<file path="config.mk">
export PLATFORM = sky130hd
export DESIGN_NAME = i_encoder
export DESIGN_NICKNAME = d
export VERILOG_FILES = /design/src/rtl/isa_pkg.sv /design/src/rtl/i_pack.sv /design/src/rtl/i_encoder.sv
export SDC_FILE = /design/constraint.sdc
export NUM_CORES = 1
export LEC_CHECK = 0
export ABC_AREA = 1
export ABC_CLOCK_PERIOD_IN_PS = 1480
export CORE_MARGIN = 4
export CORE_UTILIZATION = 35
export CTS_CLUSTER_DIAMETER = 200
export DETAILED_ROUTE_END_ITERATION = 8
export PLACE_DENSITY = 0.65
export SETUP_SLACK_MARGIN = 0.2
export SYNTH_ARGS = -nofsm -noshare
export SYNTH_HDL_FRONTEND = slang
export SYNTH_SLANG_ARGS = --single-unit
export TNS_END_PERCENT = 5
</file>
<file path="constraint.sdc">
create_clock -name clk -period 1.48 [get_ports clk]
set_input_delay 0.148 -clock clk [delete_from_list [all_inputs] [get_ports clk]]
set_output_delay 0.148 -clock clk [all_outputs]
set_load 0.005 [all_outputs]
</file>
<file path="src/rtl/isa_pkg.sv">
// Shared instruction-set definitions: opcodes, 64-bit field layout and FSM states.
// Encoder and decoder both import this so the bit layout lives in one place.
package isa_pkg;

  localparam int INSTR_W = 64;

  typedef enum logic [4:0] {
    OP_NOP    = 5'h00,
    OP_LOAD_V = 5'h01,
    OP_LOAD_M = 5'h02,
    OP_STORE  = 5'h03,
    OP_GEMV   = 5'h04,
    OP_RELU   = 5'h05
  } opcode_t;

  // Field least-significant bit positions inside the 64-bit word
  localparam int OPC_LSB    = 0;
  localparam int DEST_LSB   = 5;
  localparam int LEN_LSB    = 10;
  localparam int ROWS_LSB   = 20;
  localparam int B_LSB      = 30;
  localparam int X_LSB      = 35;
  localparam int W_LSB      = 40;
  localparam int ADDR_LSB   = 40;
  localparam int RELU_X_LSB = 10;
  localparam int RELU_L_LSB = 20;

  typedef enum logic {
    ST_IDLE  = 1'b0,
    ST_WRITE = 1'b1
  } enc_state_t;

  function automatic logic is_legal(input logic [4:0] op);
    return op <= OP_RELU;
  endfunction

endpackage

</file>
<file path="src/rtl/i_pack.sv">
// Combinational field packer: structured fields in, 64-bit instruction word out.
// Fields an opcode does not use are dropped; undefined opcodes raise illegal.
module i_pack
  import isa_pkg::*;
(
  input  logic [4:0]         opcode,
  input  logic [4:0]         dest,
  input  logic [9:0]         length_or_cols,
  input  logic [9:0]         rows,
  input  logic [23:0]        addr,
  input  logic [4:0]         b,
  input  logic [4:0]         x,
  input  logic [4:0]         w,
  output logic [INSTR_W-1:0] word,
  output logic               illegal
);

  always_comb begin
    word    = '0;
    illegal = 1'b0;
    case (opcode)
      OP_NOP: word = '0;
      OP_LOAD_V, OP_STORE, OP_LOAD_M: begin
        word[OPC_LSB  +: 5]  = opcode;
        word[DEST_LSB +: 5]  = dest;
        word[LEN_LSB  +: 10] = length_or_cols;
        word[ADDR_LSB +: 24] = addr;
        if (opcode == OP_LOAD_M) word[ROWS_LSB +: 10] = rows;
      end
      OP_GEMV: begin
        word[OPC_LSB  +: 5]  = opcode;
        word[DEST_LSB +: 5]  = dest;
        word[LEN_LSB  +: 10] = length_or_cols;
        word[ROWS_LSB +: 10] = rows;
        word[B_LSB    +: 5]  = b;
        word[X_LSB    +: 5]  = x;
        word[W_LSB    +: 5]  = w;
      end
      OP_RELU: begin
        word[OPC_LSB    +: 5]  = opcode;
        word[DEST_LSB   +: 5]  = dest;
        word[RELU_X_LSB +: 5]  = x;
        word[RELU_L_LSB +: 10] = length_or_cols;
      end
      default: illegal = 1'b1;
    endcase
  end

endmodule

</file>
<file path="src/rtl/i_encoder.sv">
// Instruction encoder: accepts field bundles, packs them and streams each 64-bit
// word to instruction memory as little-endian DATA_W beats at an auto-incrementing address.
module i_encoder
  import isa_pkg::*;
#(
  parameter int ADDR_W = 24,
  parameter int DATA_W = 8
) (
  input  logic              clk,
  input  logic              rst_n,
  input  logic              start,
  input  logic [ADDR_W-1:0] base_addr,
  input  logic              in_valid,
  output logic              in_ready,
  input  logic [4:0]        opcode,
  input  logic [4:0]        dest,
  input  logic [9:0]        length_or_cols,
  input  logic [9:0]        rows,
  input  logic [23:0]       addr,
  input  logic [4:0]        b,
  input  logic [4:0]        x,
  input  logic [4:0]        w,
  output logic              mem_valid,
  input  logic              mem_ready,
  output logic [ADDR_W-1:0] mem_addr,
  output logic [DATA_W-1:0] mem_wdata,
  output logic              busy,
  output logic [15:0]       instr_count,
  output logic              err_illegal
);

  localparam int BEATS = INSTR_W / DATA_W;

  // Handshakes: a transfer happens on a rising edge where valid and ready are both 1.
  // Input side: in_valid/in_ready. Memory side: mem_valid/mem_ready; mem_valid and
  // its payload stay stable until accepted.

  enc_state_t         state, state_next;
  logic [INSTR_W-1:0] shift;
  logic [ADDR_W-1:0]  ptr;
  logic [3:0]         beat;
  logic [15:0]        count;
  logic               err;
  logic [INSTR_W-1:0] packed_word;
  logic               illegal;
  logic               accept;
  logic               last_beat;

  i_pack u_pack (
    .opcode         (opcode),
    .dest           (dest),
    .length_or_cols (length_or_cols),
    .rows           (rows),
    .addr           (addr),
    .b              (b),
    .x              (x),
    .w              (w),
    .word           (packed_word),
    .illegal        (illegal)
  );

  assign in_ready  = rst_n && (state == ST_IDLE) && !start;
  assign accept    = in_valid && in_ready;
  assign last_beat = (beat == 4'(BEATS - 1));

  always_comb begin
    state_next = state;
    case (state)
      ST_IDLE:  if (accept && !illegal) state_next = ST_WRITE;
      ST_WRITE: if (mem_ready && last_beat) state_next = ST_IDLE;
      default:  state_next = ST_IDLE;
    endcase
  end

  always_ff @(posedge clk) begin
    if (!rst_n) begin
      state <= ST_IDLE;
      shift <= '0;
      ptr   <= '0;
      beat  <= '0;
      count <= '0;
      err   <= 1'b0;
    end else begin
      state <= state_next;
      case (state)
        ST_IDLE: begin
          if (start) begin
            ptr   <= base_addr;
            count <= '0;
            err   <= 1'b0;
          end else if (accept) begin
            if (illegal) begin
              err <= 1'b1;
            end else begin
              shift <= packed_word;
              beat  <= '0;
            end
          end
        end
        ST_WRITE: begin
          if (mem_ready) begin
            shift <= shift >> DATA_W;
            ptr   <= ptr + ADDR_W'(DATA_W / 8);
            beat  <= beat + 4'd1;
            if (last_beat) count <= count + 16'd1;
          end
        end
        default: ;
      endcase
    end
  end

  // Memory outputs come straight from registers, so the first beat appears one cycle after acceptance.
  assign mem_valid   = (state == ST_WRITE);
  assign busy        = (state == ST_WRITE);
  assign mem_addr    = ptr;
  assign mem_wdata   = shift[DATA_W-1:0];
  assign instr_count = count;
  assign err_illegal = err;

endmodule

</file>
# Word level (Yosys, flattened, before mapping)
# Index checks and enable logic that the tools add are counted.
[op_classes]
add_sub_neg = 3
mul = 0
div = 0
order_cmp = 0
n_eq_ne = 13
shift = 0
mux = 30
n_bitwise = 1
n_reduce_logical = 15
[ops]
columns = ["operator", "n"]
rows = [
  ["2-to-1 mux 64 bit", 4],
  ["one-hot mux 64 bit (2 select lines)", 1],
  ["2-to-1 mux 16 bit", 3],
  ["2-to-1 mux 24 bit", 2],
  ["one-hot mux 24 bit (2 select lines)", 1],
  ["one-hot mux 16 bit (2 select lines)", 1],
  ["one-hot mux 10 bit (3 select lines)", 1],
  ["one-hot mux 15 bit (2 select lines)", 1],
  ["adder 24 x 1 -> 24 bit, second input constant", 1],
  ["2-to-1 mux 10 bit", 2],
  ["2-to-1 mux 19 bit", 1],
  ["adder 16 x 1 -> 16 bit, second input constant", 1],
  ["2-to-1 mux 4 bit", 4],
  ["== test 5 x 2 -> 1 bit, second input constant", 2],
  ["== test 5 x 3 -> 1 bit, second input constant", 2],
  ["!= test 2 bit, second input constant", 5],
  ["one-hot mux 5 bit (2 select lines)", 1],
  ["one-hot mux 4 bit (2 select lines)", 1],
  ["AND reduction 3 bit", 2],
  ["OR reduction 6 bit", 1],
  ["== test 5 x 1 -> 1 bit, second input constant", 1],
  ["logical AND 1 bit", 5],
  ["zero test 5 bit", 1],
  ["2-to-1 mux 1 bit", 5],
  ["other kinds (12)", 13],
]
[word_totals]
reg_bits = 110
latchBits = 0
ramBits = 0
mem_bits_ro = 0
input_bits = 98
output_inout_bits = 52
word_cells = 68
memories = 0

# Depth between registers and ports, before layout
# Gate-level depths: netlist (run 1).
[logic_depth]
ltp_word = 7
ltp_mapped = 12
mapped_depth_nobuf = 11

# By module
# A second synthesis (run 1) with hierarchy kept.
[unflattened]
hier_cells = 1103
hier_area_um2 = 6656.4
[by_module_without_submodules]
columns = ["module", "n_inst", "cells_per_inst", "area_each_um2"]
rows = [
  ["i_encoder", 1, 909, 5725.5],
  ["i_pack", 1, 194, 930.9],
]

# Least setup slack after synthesis (run 1)
# OpenSTA, ideal clock, no wires.
[synth_timing]
path_kind = "register to register"
from = "register state (netlist: busy)"
to = "register count[14] (netlist: instr_count[14])"
setup_time_ns = 0.117
arrival_ns = 1.423
required_ns = 1.363
path_slack_ns = -0.060
stages_incl_launch_ff = 12
path_buffers = 2
path_cell_list = "dfxtp_1 > buf_6 > nand2_2 > inv_4 > buf_6 > nand3_2 > nand2_1 > nand2_2 > nor2_4 > nand3_1 > o21ai_1 > nor2_1"
[synth_via]
elab_chain_cells = 3
[synth_lines]
columns = ["element", "line", "text"]
rows = [
  ["from (decl)", "i_encoder.sv:38", "enc_state_t state, state_next;"],
  ["from (signal assigned)", "i_encoder.sv:84", "state <= state_next;"],
  ["NOT 1 bit", "i_encoder.sv:85", "case (state)"],
  ["!= test 2 bit (no line)", "n/a", ""],
  ["AND reduction 3 bit (no line)", "n/a", ""],
  ["to (signal assigned)", "i_encoder.sv:105", "if (last_beat) count <= count + 16'd1;"],
  ["to (decl)", "i_encoder.sv:42", "logic [15:0] count;"],
]
# Parallel ways exist; a longest one is shown, timed or not.
# A chain may end at the register's enable or synchronous reset.

# Worst setup path after layout (run 1)
[layout_timing]
from = "register state (netlist: busy)"
to = "register beat[1]"
[layout_via]
elab_chain_cells = 6
[layout_lines]
columns = ["element", "line", "text"]
rows = [
  ["NOT 1 bit", "i_encoder.sv:62, i_encoder.sv:85", ""],
  ["logical AND 1 bit (2 in a row)", "i_encoder.sv:62", "assign in_ready = rst_n && (state == ST_IDLE) && !start;"],
  ["logical AND 1 bit", "i_encoder.sv:63", "assign accept = in_valid && in_ready;"],
  ["!= test 2 bit (no line)", "n/a", ""],
  ["AND reduction 4 bit (no line)", "n/a", ""],
  ["to (signal assigned)", "i_encoder.sv:104", "beat <= beat + 4'd1;"],
  ["to (decl)", "i_encoder.sv:41", "logic [3:0] beat;"],
]
# Parallel ways exist; a longest one is shown, timed or not.

==> metrics.md, run 1 <==
| Metric | Value |
|---|---|
| Run status | `finished, violations left` |
| Violated checks | `setup timing` |
| Clk pwr share | `between 30 and 40%` |
| Final min period | `~1.5 ns` |
| Buffer depth of the longest clock path | `2` |
| Hold WC Path Type | `in -> reg` |
| Leakage | `3.67 nW` |
| Seq pwr share | `a little under half` |
| Worst endpoint required time | `between 1.5 and 2 ns` |
| Logic pwr share | `~17%` |
| Global placer's final weighted congestion | `0.903` |
| I/O Buffers | `about 150` |
| Net load switching power | `~1.8 mW` |
| Hold_sp | `rst_n` |
| First-pass GRT wire length | `~32 mm` |
| H-tree levels | `3` |
| Synth Area per Inst | `roughly 6.6 µm²` |
| Antenna violations before repair | `1` |
| Vias after detailed routing | `approximately 7000` |
| Total grt overflow | `0` |
| Clock slew at reported path FFs | `~0.070 ns` |
| Seq. cell area | `2280 µm²` |
| Top post-synthesis cells by area | `dfxtp_1, nand2_1, a21oi_1` |
| Crit path kind | `reg -> reg` |
| Starting Density | `35.7%` |
| # IOs | `150` |
| Max_slew headroom | `between 40 and 50%` |
| Die Area | `approximately 19000 µm²` |
| Final period util | `104%` |
| Final-report max-slew violation count | `0` |
| Worst-margin pin slew | `0.843 ns` |
| Total power per unit cell area | `roughly 730 nW/µm²` |
| Post-synth EDFFs | `0` |
| WHS Endpoint | `mem_addr[8]` |
| Hold Crit Depth | `4` |
| R2R setup slack | `-0.05 ns` |
| Placed Cells | `about 1300` |
| CP arrival | `around 1.8 ns` |
| Seq/Total Area, Yosys | `37.0%` |
| DRT iter0 DRCs | `325` |
| Async S/R FF share, synth | `0%` |
| Fin Setup TNS | `-0.727 ns` |
| Launching point of the worst reg2reg path | `busy` |
| Synth Instances | `around 900` |
| CP max FO | `14` |
| Crit. Startpoint | `busy` |
| DR pass1 iterations | `6` |
| Worst R2R Path Depth | `9` |
| ANT cells | `0` |
| Fmax achieved | `between 600 and 700 MHz` |
| Worst setup slack after layout | `-0.0533 ns` |
| Net Sw Frac | `26.8%` |
| Yosys top cell area share | `37.0%` |
| Synth warnings | `0` |
| Detailed placer's ending HPWL | `14.2 mm` |
| Row count | `47` |
| RSZ-0062 raised after global routing | `yes` |
| Area grow syn2layout | `52.2%` |
| Commonest non-fill, non-tap cell in the layout | `nand2_1` |
| Clk root buf | `clkbuf_16` |
| Total GRT Usage | `approximately 20%` |
| Synth area leader | `dfxtp_1` |
| TritonCTS Buffers | `9` |
| Routed vias/inst | `around 5` |
| Post-synthesis net count | `~1000` |
| Vias in the first global route | `roughly 6600` |
| Core area | `between 15000 and 20000 µm²` |
| Die width | `between 100 and 150 µm` |
| #FFs+latches synth | `110` |
| Reg2reg end | `beat[1]` |
| Main synth FF type | `dfxtp_1` |
| DRC Markers | `0` |
| Synth unique cells | `38` |
| Nets | `~1200` |
| Mapped Area | `5950 µm²` |
| Multi-input logic area | `around 3600 µm²` |
| Final wirelength | `between 15 and 20 mm` |
| Final-report setup violation count | `55` |
| MaxCap Viol Count | `0` |
| Max VDD drop | `around 0.60 mV` |
| Final Cell Area | `9060 µm²` |
| Endpoint class of the critical path | `register` |
| Internal | `about 4.8 mW` |
| Post-route ant nets | `0` |
| Fillers | `around 1600` |
| Place WS | `-0.385 ns` |
| Hold-fix buffers, CTS | `0` |
| Most frequent cells in the layout | `nand2_1, a21oi_1, clkdlybuf4s50_1, buf_4, nor2_1` |
| CTS tree | `done` |
| Die Y | `around 140 µm` |
| Clk_lat worst skew | `approximately 0.36 ns` |
| Fin. Hold Viols | `0` |
| Layout cells sized above 1 | `25.6%` |
| Post-DP Area | `just over 8000 µm²` |
| CP Launch Type | `register` |
| Clock skew | `0.00531 ns` |
| Largest net degree at the start of global routing | `63` |
| Num Clock Sinks | `110` |
| Fin cells | `1336` |
| Wire length per cell | `14.7 µm` |
[final cells by class]
class,count,area share [%]
multi-input combinational,682,39.3
tap,220,3.04
inverter,51,2.31
clock buffer,10,2.53
timing repair buffer,257,27.0
sequential,110,25.2
clock inverter,6,0.594
[Yosys cell counts, types with 4 or more instances]
cell type / instances
buf_4: 10
or2_2: 8
nand2_1: 241
clkbuf_1: 27
nor3_1: 12
o21ai_0: 11
o211ai_1: 4
nand3_1: 70
o21ai_1: 63
inv_2: 10
buf_6: 8
dfxtp_1: 110
a31oi_1: 26
nand4_1: 12
nor2_1: 87
inv_1: 40
buf_2: 13
a21oi_1: 112
o22ai_1: 5
[through the flow]
| step | utilization, % | power (mW) | hold WS [ns] |
|---|---|---|---|
| after floorplan | - | 3.58 | 0.291 |
| after global placement | 49.3 | 4.21 | 0.452 |
| after CTS | 53.2 | 6.63 | 0.251 |
| final | 54.4 | 6.59 | 0.262 |
| after detailed placement | 49.3 | 4.22 | 0.457 |
| after global routing | 54.4 | 6.90 | 0.280 |
[critical path, stage by stage, from the launching register on]
cell and delay, ns:
dfxtp_4 0.36, buf_6 0.12, buf_6 0.12, nand2_4 0.06
inv_4 0.05, buf_6 0.12, nor2_8 0.14, buf_4 0.23
a21oi_1 0.06, a211oi_1 0.18
[layer usage]
| layer | wire length [µm] | track usage, % | vias to the layer above |
|---|---|---|---|
| li1 | - | - | 3447 |
| met5 | 13 | 0 | - |
| met3 | 1270 | 4.63 | 34 |
| met2 | 9210 | 33.2 | 208 |
| met4 | 445 | 6.29 | 2 |
| met1 | 8750 | 26.3 | 3114 |
[sequential cells by signal (all words and copies together), names as in the netlist]
register and flops:
instr_count 16, beat 4, busy 1, shift 64, err_illegal 1, mem_addr 24
[timing repair]
action / 4_1_cts / 5_1_grt
gates resized for setup: 164 / 65
buffers inserted: 13 / 0
endpoints found under the hold margin: 0 / 0
gates cloned: 1 / 0
pin swaps: 29 / 8
endpoints found under the setup margin: 161 / 120
[power by group through the flow]
| stage | Combinational, mW | Sequential [mW] | Clock [mW] |
|---|---|---|---|
| floorplan | 0.385 | 3.20 | 0 |
| global placement | 1.00 | 3.21 | 0 |
| detailed placement | 1.01 | 3.21 | 0 |
| CTS | 1.05 | 3.14 | 2.44 |
| global route | 1.18 | 3.16 | 2.56 |
| finish | 1.09 | 3.14 | 2.36 |
[worst max path at each step]
| stage | endpoint | slack, ns |
|---|---|---|
| after CTS | beat[1] | -0.05 |
| after global routing | beat[3] | -0.15 |
| final | beat[1] | -0.05 |
| after floorplan | instr_count[14] | 0.03 |
| after detailed placement | shift[23] | -0.39 |
| after global placement | beat[3] | -0.34 |
[cells by family (layout without fill, tap and decap cells)]
group           after synthesis  after routing  synth area share [%]
flops                       110            110                  37.0
buf+inv                     110            324                  8.90
compound gates              230            230                  20.6
fa+ha+maj                     3              3                 0.631
xor+xnor                      3              3                 0.442
simple gates                446            446                  32.4
No activity file was read; power rests on OpenSTA's default activity.
==> run 2, diff against run 1 <==
Settings changed: GPL_TIMING_DRIVEN set to 0, HOLD_SLACK_MARGIN set to 0.08.
==> run 2 against run 1 <==
Net effect:
- the flow still finishes with violations (setup timing)
- routed wire length is 11% higher
- critical path depth is 2 higher
- cell count is 1.6% lower
- sequential power hardly changed
- global-route usage is 1.7 points higher
- largest power group unchanged
==> metrics.md, run 2 (synthesized netlist as in run 1, its figures left out) <==
| Metric | Value |
|---|---|
| Run status | `finished, violations left (unchanged)` |
| Violated checks | `setup timing (unchanged)` |
| Die Y | `138 µm (unchanged)` |
| Max reg flops | `64 (unchanged)` |
| Clk root buf | `clkbuf_16 (unchanged)` |
| Final wirelength | `21.9 mm (was 19.7 mm)` |
| M1 WL | `9.60 mm (was 8.75 mm)` |
| Clk_lat worst skew | `0.36 ns (about the same)` |
| MaxCap Viol Count | `0 (unchanged)` |
| Core area | `16600 µm² (unchanged)` |
| Fin cells | `1315 (was 1336)` |
| CP Launch Type | `register (unchanged)` |
| Reg2reg end | `shift[44] (was beat[1])` |
| RSZ-0062 raised after global routing | `yes (unchanged)` |
| Worst setup slack after layout | `-0.0794 ns (was -0.0533 ns)` |
| Num Clock Sinks | `110 (unchanged)` |
| Routed vias/inst | `5.30 (was 5.09)` |
| Fin. Hold Viols | `0 (unchanged)` |
| Final min period | `1.56 ns (was 1.53 ns)` |
| Final-report max-slew violation count | `0 (unchanged)` |
| Slowest CP cell | `dfxtp_2 (was dfxtp_4)` |
| Detailed placer's ending HPWL | `15.7 mm (was 14.2 mm)` |
| CTS tree | `done (unchanged)` |
| I/O Buffers | `149 (unchanged)` |
| R2R setup slack | `-0.08 ns (was -0.05 ns)` |
| Die width | `138 µm (unchanged)` |
| Multi-input logic area | `3580 µm² (was 3560 µm²)` |
| Layout cells sized above 1 | `22.6% (was 25.6%)` |
| Hold-fix buffers, CTS | `0 (unchanged)` |
| CP max FO | `6 (was 14)` |
| Vias after detailed routing | `6963 (was 6805)` |
| Total power per unit cell area | `757 nW/µm² (was 728 nW/µm²)` |
| Cell Chain, Critical Path | `buf_8 -> nand2_8 -> inv_8 -> buf_12 -> nor2_8 -> inv_4 -> buf_12 -> buf_8 -> buf_6 -> o21ai_2 -> a21oi_1 (was buf_6 -> buf_6 -> nand2_4 -> inv_4 -> buf_6 -> nor2_8 -> buf_4 -> a21oi_1 -> a211oi_1)` |
| Max_slew headroom | `55.7% (was 43.8%)` |
| Total GRT Usage | `21.9% (was 20.1%)` |
| Clock slew at reported path FFs | `0.08 ns (was 0.07 ns)` |
| Max VDD drop | `0.628 mV (was 0.597 mV)` |
| Crit path kind | `reg -> reg (unchanged)` |
| Final period util | `105% (was 104%)` |
| Post-route ant nets | `0 (unchanged)` |
| Total grt overflow | `0 (unchanged)` |
| Largest net degree at the start of global routing | `19 (was 63)` |
| Worst-margin pin slew | `0.664 ns (was 0.843 ns)` |
| Fillers | `1669 (was 1602)` |
| CP bufs+invs | `7 (was 5)` |
| Launching point of the worst reg2reg path | `busy (unchanged)` |
| Commonest non-fill, non-tap cell in the layout | `nand2_1 (unchanged)` |
| CP arrival | `1.82 ns (was 1.80 ns)` |
| Worst R2R Path Depth | `11 (was 9)` |
| Starting Density | `35.7% (unchanged)` |
| Met3 wire len | `1.65 mm (was 1.27 mm)` |
| Hold WC Path Type | `in -> reg (unchanged)` |
| Place WS | `-0.649 ns (was -0.385 ns)` |
| Final-report setup violation count | `24 (was 55)` |
| Vias in the first global route | `6586 (was 6634)` |
| ANT cells | `0 (unchanged)` |
| Antenna violations before repair | `0 (was 1)` |
| DR pass1 iterations | `5 (was 6)` |
| Leakage | `3.54 nW (was 3.67 nW)` |
| Met2 wire length | `10.3 mm (was 9.21 mm)` |
| Clock skew | `0.00689 ns (was 0.00531 ns)` |
| Biggest register | `shift (unchanged)` |
| H-tree levels | `3 (unchanged)` |
| Top Layer Used | `met4 (was met5)` |
| Global placer's final weighted congestion | `0.905 (was 0.903)` |
| Placed Cells | `1271 (was 1306)` |
| Worst endpoint required time | `1.74 ns (about the same)` |
| DRT iter0 DRCs | `633 (was 325)` |
| Worst setup path endpoint | `shift[44] (was beat[1])` |
| Top delay family on crit path | `buffers and inverters (unchanged)` |
| Max incr delay on CP | `0.33 ns (was 0.36 ns)` |
| Row count | `47 (unchanged)` |
| # IOs | `150 (unchanged)` |
| Wire length per cell | `16.6 µm (was 14.7 µm)` |
| Instance count on the critical path | `11 (was 9)` |
| DRC Markers | `0 (unchanged)` |
| Nets | `1191 (was 1212)` |
| Seq. cell area | `2310 µm² (was 2280 µm²)` |
| Most frequent cells in the layout | `nand2_1, clkdlybuf4s50_1, a21oi_1, nor2_1, nand3_1 (was nand2_1, a21oi_1, clkdlybuf4s50_1, buf_4, nor2_1)` |
| Buffer depth of the longest clock path | `2 (unchanged)` |
| Crit. Startpoint | `busy (unchanged)` |
| First-pass GRT wire length | `34.4 mm (was 32.5 mm)` |
| Die Area | `19100 µm² (unchanged)` |
| TritonCTS Buffers | `9 (unchanged)` |
| Endpoint class of the critical path | `register (unchanged)` |
| Fmax achieved | `641 MHz (was 652 MHz)` |
| Area grow syn2layout | `50.1% (was 52.2%)` |
-- run 2: cell count changes in the layout (fill, tap and decap cells not counted), sizes merged --
cell and delta:
buf -42, bufinv +1, clkbuf +25, clkdlybuf4s15 -2, clkdlybuf4s50 +3, clkinvlp +2, dlygate4sd2 -9, dlymetal6s2s +3
inv -3, nor2 +1
-- run 2: per-layer routing --
layer	up-vias	GRT usage [%]
met3	29	3.66
li1	3415	-
met4	0	7.44
met1	3239	29.3
met5	-	0
met2	280	35.9
-- run 2: how the worst min path moves through the flow --
stage	start	cells after the start	endpoint	slack (ns)
floorplan	opcode[1]	2	shift[1]	0.29
global placement	shift[63]	2	shift[63]	0.45
detailed placement	shift[63]	2	shift[63]	0.45
CTS	opcode[1]	3	shift[1]	0.22
global route	opcode[1]	3	shift[1]	0.24
finish	opcode[1]	3	shift[1]	0.24
-- run 2: power by group --
part	internal (mW)	switching (mW)
clock	1.37	1.20
sequential	3.04	0.116
combinational	0.540	0.488
-- run 2: through the flow --
stage                     hold WS [ns]  TNS (ns)  util, %  cell area, µm²  power [mW]
after floorplan                  0.291         0        -            5970        3.58
after global placement           0.451    -55.12     46.5            7740        4.13
after detailed placement         0.454    -55.74     46.5            7740        4.14
after CTS                        0.218    -0.349     52.3            8700        6.74
after global routing             0.237     -5.98     53.6            8930        7.00
final                            0.238    -0.464     53.6            8930        6.76
-- run 2: layout make-up --
type | count | area share, %
Buffer | 59 | 5.83
Clock buffer | 10 | 2.68
Clock inverter | 6 | 0.771
Inverter | 51 | 2.47
Multi-Input combinational cell | 683 | 40.1
Sequential cell | 110 | 25.9
Tap cell | 220 | 3.08
Timing Repair Buffer | 176 | 19.1
-- run 2: timing repair --
action                     4_1_cts  5_1_grt
setup endpoints to repair      162      127
setup buffers                   21        4
cloned                           2        1
pin swaps                       22       16
resized for setup              209       72
-- run 2: worst min-delay path: cells and delay by family --
| family | cells | cell delay, ns |
|---|---|---|
| buffers and inverters | 1 | 0.28 |
| and+or+nand+nor | 1 | 0.09 |
| AOI/OAI and AO/OA | 1 | 0.05 |
